===== src/rtl/fpu_bus_if.sv =====
// fpu_bus_if: byte-wide CPU bus front end for the FPU core.
//
// The host writes operand A, operand B and a 4-bit opcode through a 16-entry
// register window. A write to the command register launches the core with a
// level start/done handshake. The 32-bit result is latched on completion and
// can be read back byte by byte, alongside a status register.
//
// Ports:
//   clk, arst          clock, synchronous active-high reset
//   cs, wr, rd         chip select, write strobe, read strobe
//   addr[3:0]          register index
//   data_in[7:0]       write data
//   data_out[7:0]      registered read data (1-cycle latency, holds otherwise)
//   fpu_op/fpu_a/fpu_b opcode and operands to the core (register copies)
//   fpu_start          start request, held until fpu_done is seen
//   fpu_done           core result valid, held until fpu_start falls
//   fpu_result[31:0]   core result
//   irq                completion interrupt
//
// Register map: 0x0-0x3 A, 0x4-0x7 B, 0x8 opcode, 0x9 command,
//               0xA status {err,done,busy}, 0xB-0xE result, 0xF irq control.
//
// Optional feature macro: FPU_IRQ_EN. When undefined, irq is tied low and
// register 0xF ignores writes and reads as 0.

module fpu_bus_if (
  input  logic        clk,
  input  logic        arst,
  input  logic        cs,
  input  logic        wr,
  input  logic        rd,
  input  logic [3:0]  addr,
  input  logic [7:0]  data_in,
  output logic [7:0]  data_out,
  output logic [3:0]  fpu_op,
  output logic [31:0] fpu_a,
  output logic [31:0] fpu_b,
  output logic        fpu_start,
  input  logic        fpu_done,
  input  logic [31:0] fpu_result,
  output logic        irq
);

  localparam logic [1:0] S_IDLE    = 2'd0;
  localparam logic [1:0] S_REQ     = 2'd1;
  localparam logic [1:0] S_RELEASE = 2'd2;

  localparam logic [3:0] OP_ILLEGAL = 4'hF;

  logic [1:0]  r_state;
  logic [31:0] r_a;
  logic [31:0] r_b;
  logic [3:0]  r_op;
  logic [31:0] r_result;
  logic        r_start;
  logic        r_done;
  logic        r_err;
  logic [7:0]  r_dout;

  logic        w_wr;
  logic        w_rd;
  logic        w_busy;
  logic        w_cmd;
  logic        w_complete;
  logic [7:0]  w_status;
  logic [7:0]  w_irq_ctl;
  logic [7:0]  w_rdata;

  assign w_wr       = cs & wr;
  assign w_rd       = cs & rd;
  assign w_busy     = (r_state != S_IDLE);
  // A command is only accepted from IDLE; during a transaction it is dropped.
  assign w_cmd      = w_wr && (addr == 4'h9) && (r_state == S_IDLE);
  assign w_complete = (r_state == S_REQ) && fpu_done;
  assign w_status   = {5'b0, r_err, r_done, w_busy};

  always_ff @(posedge clk) begin
    if (arst) begin
      r_state  <= S_IDLE;
      r_a      <= '0;
      r_b      <= '0;
      r_op     <= '0;
      r_result <= '0;
      r_start  <= 1'b0;
      r_done   <= 1'b0;
      r_err    <= 1'b0;
      r_dout   <= '0;
    end else begin
      // Operand/opcode writes are locked out while a transaction is running
      // so the core sees stable inputs for its whole operation.
      if (w_wr && !w_busy) begin
        if (addr[3:2] == 2'b00) r_a[{addr[1:0], 3'b000} +: 8] <= data_in;
        if (addr[3:2] == 2'b01) r_b[{addr[1:0], 3'b000} +: 8] <= data_in;
        if (addr == 4'h8)       r_op <= data_in[3:0];
      end

      case (r_state)
        S_IDLE: begin
          if (w_cmd) begin
            r_done <= 1'b0;
            if (r_op == OP_ILLEGAL) begin
              r_err <= 1'b1;
            end else begin
              r_err   <= 1'b0;
              r_start <= 1'b1;
              r_state <= S_REQ;
            end
          end
        end
        S_REQ: begin
          if (fpu_done) begin
            r_result <= fpu_result;
            r_start  <= 1'b0;
            r_done   <= 1'b1;
            r_state  <= S_RELEASE;
          end
        end
        S_RELEASE: begin
          // Wait for the core to drop done before accepting a new command.
          if (!fpu_done) r_state <= S_IDLE;
        end
        default: begin
          r_state <= S_IDLE;
          r_start <= 1'b0;
        end
      endcase

      // Read data reflects register state before this edge's updates.
      if (w_rd) r_dout <= w_rdata;
    end
  end

`ifdef FPU_IRQ_EN
  logic r_irq_en;
  logic r_irq;
  logic w_irq_clr;

  assign w_irq_clr = (w_wr && (addr == 4'hF) && data_in[1]) || w_cmd;

  always_ff @(posedge clk) begin
    if (arst) begin
      r_irq_en <= 1'b0;
      r_irq    <= 1'b0;
    end else begin
      if (w_wr && (addr == 4'hF)) r_irq_en <= data_in[0];
      // Clear takes priority over a completion on the same edge.
      if (w_irq_clr)                  r_irq <= 1'b0;
      else if (w_complete && r_irq_en) r_irq <= 1'b1;
    end
  end

  assign irq       = r_irq;
  assign w_irq_ctl = {7'b0, r_irq_en};
`else
  logic w_unused;
  assign w_unused  = w_complete;
  assign irq       = 1'b0;
  assign w_irq_ctl = 8'h00;
`endif

  always_comb begin
    w_rdata = 8'h00;
    case (addr)
      4'h0, 4'h1, 4'h2, 4'h3: w_rdata = r_a[{addr[1:0], 3'b000} +: 8];
      4'h4, 4'h5, 4'h6, 4'h7: w_rdata = r_b[{addr[1:0], 3'b000} +: 8];
      4'h8:                   w_rdata = {4'b0, r_op};
      4'hA:                   w_rdata = w_status;
      4'hB:                   w_rdata = r_result[7:0];
      4'hC:                   w_rdata = r_result[15:8];
      4'hD:                   w_rdata = r_result[23:16];
      4'hE:                   w_rdata = r_result[31:24];
      4'hF:                   w_rdata = w_irq_ctl;
      default:                w_rdata = 8'h00;
    endcase
  end

  assign data_out  = r_dout;
  assign fpu_op    = r_op;
  assign fpu_a     = r_a;
  assign fpu_b     = r_b;
  assign fpu_start = r_start;

endmodule


===== config.mk =====
export PLATFORM = sky130hd
export DESIGN_NAME = fpu_bus_if
export DESIGN_NICKNAME = d
export VERILOG_FILES = /design/src/rtl/fpu_bus_if.sv
export SDC_FILE = /design/constraint.sdc
export NUM_CORES = 1
export LEC_CHECK = 0
export BUFFER_PORTS_ARGS = -buffer_cell sky130_fd_sc_hd__buf_2
export CORE_AREA = 3 3 143 131
export CTS_BUF_LIST = sky130_fd_sc_hd__clkbuf_16
export CTS_CLUSTER_SIZE = 30
export DETAILED_ROUTE_END_ITERATION = 10
export DIE_AREA = 0 0 146 134
export SYNTH_ARGS = -nofsm -noshare
export SYNTH_HDL_FRONTEND = slang
export SYNTH_SLANG_ARGS = --single-unit

===== constraint.sdc =====
create_clock -name clk -period 3.3 [get_ports clk]
set_input_delay 0.66 -clock clk [delete_from_list [all_inputs] [get_ports clk]]
set_output_delay 0.66 -clock clk [all_outputs]
set_load 0.02 [all_outputs]

==> flow_summary.ini <==
[timing]
hold_violations = 0
setup_violations = 0
grt_setup_unrepaired = false
fmax_ghz = 0.397
tns_ns = 0
fin_crit_ns = 2.52
fin_skew_ns = 0.00554
finalWorstSetupSlack_ns = 0.780
slew_headroom_pct = 33.0
fin_crit_sh_pct = 76.4
drv_slew = 0
max_slew.worst_pin.slew_ns = 1.01

[clock_network]
htree_levels = 4
clockRootBuffer = clkbuf_16
clkTransAtPathRegs_ns = 0.05
ctsResizeCount = 0
numCtsBuffers = 17
cts_hold_buffers = 0
clock_sinks = 113
clkLatencyLatePin_ns = 0.43
clockBufferDepth = 2
cts_setup_buffers = 0
cts_tree = done

[placement]
hpwl_microns = 13400
port_buffers = 126
place_ws_ns = 0.354
gp_congestion = 0.918

[logic_synthesis]
synth.area.top_cells = dfxtp_1, a21oi_1, nand2_1
async_reset_ff_share_pct = 0
avgSynthCellArea_sq_um = 8.11
synth_cells = 639
post-synth-top-area-cell = dfxtp_1
synth_cell_type_count = 53
synth_ff_type = dfxtp_1
synth_seq_cells = 113
netlist_area_sq_mm = 0.00518
yosysWarnings = 0
synth_edf_count = 0
synth.top_cell.area_share_pct = 43.6
synth_nets = 695
ys_seq_area_share_pct = 43.6

[cells_and_area]
nets = 797
layout-drive-gt1-share_pct = 26.2
area_growth_pct = 26.9
n_antenna_cell = 0
fillers = 1856

[die]
die_x_microns = 146
die_y_microns = 134
start_util_pct = 29.7
io_pins = 128
die-area_sq_mm = 0.0196
core_area_sq_mm = 0.0174
rows = 46

[detailed_routing]
dr.pass1.iters = 5
dr_total_vias = 5190
via_per_inst = 5.23
drt-initial-drc-count = 533
ant_nets = 0
routedWlPerCell_microns = 19.0
drc = 0
drt-met1-wl_microns = 8890
routed.top_layer = met4
routed_wl_microns = 18800
wl_met2_microns = 8530
wl_met3_microns = 1180

[critical_path]
worstPathRequired_ns = 3.64
worstSetupEndpointType = flip-flop
crit_arrival_ns = 2.86
crit_type = in -> reg
worst_setup_path_start_kind = input pin
crit_fanout = 14

[power]
peakVddDrop_mv = 0.373
power.density_mw_per_mm2 = 535
p_leak_nw = 2.60

[global_routing]
grt_pass1_vias = 4759
grt_overflow = 0
grt_pass1_wl_microns = 28000
grt_usage_pct = 18.6
grt_start_max_net_pins = 60
antenna_found_initial = 0

[run]
max-cap-violations = 0

[min_path]
hold_class = reg -> reg

[run_status]
outcome = finished, final reports clean
registers in the layout (all words and copies together), names as in the netlist:
register   cells
fpu_a         32
fpu_b         32
r_result      32
data_out       8
fpu_op         4
r_state        2
fpu_start      1
r_done         1
r_err          1
layout by cell type (no fill, tap or decap), types with 2 or more instances in the layout:
cell        instances
nand2b_1            3
mux2i_1            16
a22o_1              2
inv_1               6
a21oi_1            95
nor3b_2             2
buf_4              15
a222oi_1            6
bufinv_16           4
o31ai_1             8
clkinvlp_4          3
ha_1                6
or4_1               2
a2111oi_0           2
a31oi_1             6
a31o_1              2
o22ai_1             4
a22oi_1            26
a31o_2              4
dfxtp_1           113
nand2_1           121
and2_1              2
a221oi_2            2
nand3_1            64
o21a_1              3
and3_1              7
nor3_1              5
nor4_1              2
nor2_1             26
nand3b_1            2
nor3_2              2
clkinv_2            4
nor2b_1             4
o21ai_0            11
o21ai_1             2
mux2_2             11
buf_2             126
clkbuf_16          17
cell families after synthesis:
group	Yosys count	synth area share, %
AOI/OAI and AO/OA	177	21.2
xor gates and xnor gates	1	0.169
adders and majority gates	6	1.45
buffers and inverters	62	5.16
DFF	113	43.6
muxes	27	5.48
other	1	0.0723
and+or+nand+nor	252	22.9
worst paths after layout:
path / from / to / slack [ns] / depth (start not counted)
min: r_result[24] / r_result[24] / 0.45 / 2
min reg2reg: r_result[24] / r_result[24] / 0.45 / 2
max: addr[0] / data_out[0] / 0.78 / 7
max reg2reg: r_state[0] / r_result[7] / 1.41 / 3
stage by stage:
stage                     std cells  power, mW  utilization, %  area [sq um]  hold slack, ns
after floorplan                 639       1.56               -          5180           0.436
after global placement          962       1.66            34.3          5980           0.444
after detailed placement        962       1.65            34.3          5980           0.446
after CTS                       993       3.54            37.7          6580           0.454
after global routing            993       3.63            37.7          6580           0.471
final                           993       3.52            37.7          6580           0.454
final cells by class:
| class | instances | area, sq um | share of cell area, % |
|---|---|---|---|
| Clock buffer | 17 | 425 | 6.46 |
| Clock inverter | 14 | 174 | 2.64 |
| Inverter | 4 | 15.0 | 0.228 |
| Multi-Input combinational cell | 464 | 2660 | 40.4 |
| Sequential cell | 113 | 2260 | 34.4 |
| Tap cell | 240 | 300 | 4.56 |
| Timing Repair Buffer | 141 | 743 | 11.3 |
synthesized netlist by cell type, drive strengths merged (2+ instances only):
| library cell | instances |
|---|---|
| nand2 | 121 |
| dfxtp | 113 |
| a21oi | 95 |
| nand3 | 64 |
| clkbuf | 40 |
| a22oi | 26 |
| nor2 | 26 |
| buf | 18 |
| mux2i | 16 |
| o21ai | 13 |
| mux2 | 11 |
| o31ai | 8 |
| and3 | 7 |
| nor3 | 7 |
| a222oi | 6 |
| a31o | 6 |
| a31oi | 6 |
| ha | 6 |
| inv | 4 |
| nor2b | 4 |
| nor4 | 4 |
| o22ai | 4 |
| a221oi | 3 |
| nand2b | 3 |
| nor3b | 3 |
| o21a | 3 |
| or4 | 3 |
| a2111oi | 2 |
| a22o | 2 |
| and2 | 2 |
| nand3b | 2 |
per-layer routing:
layer,track usage [%],vias up
li1,-,2488
met1,26.2,2497
met2,27.9,190
met3,5.20,15
met4,5.64,0
met5,0,-
worst max-delay path, cell delays in order:
cell and delay (ns):
buf_2 0.27, inv_1 0.20, ha_1 0.28, or4_4 0.62, nand2_1 0.27, mux2_2 0.38, o31ai_1 0.18
where the power goes:
part	total [mW]	switching (mW)	internal [mW]
clock network	1.89	0.653	1.24
registers	1.38	0.00627	1.37
logic	0.251	0.173	0.0782
(Power assumes the default switching activity.)
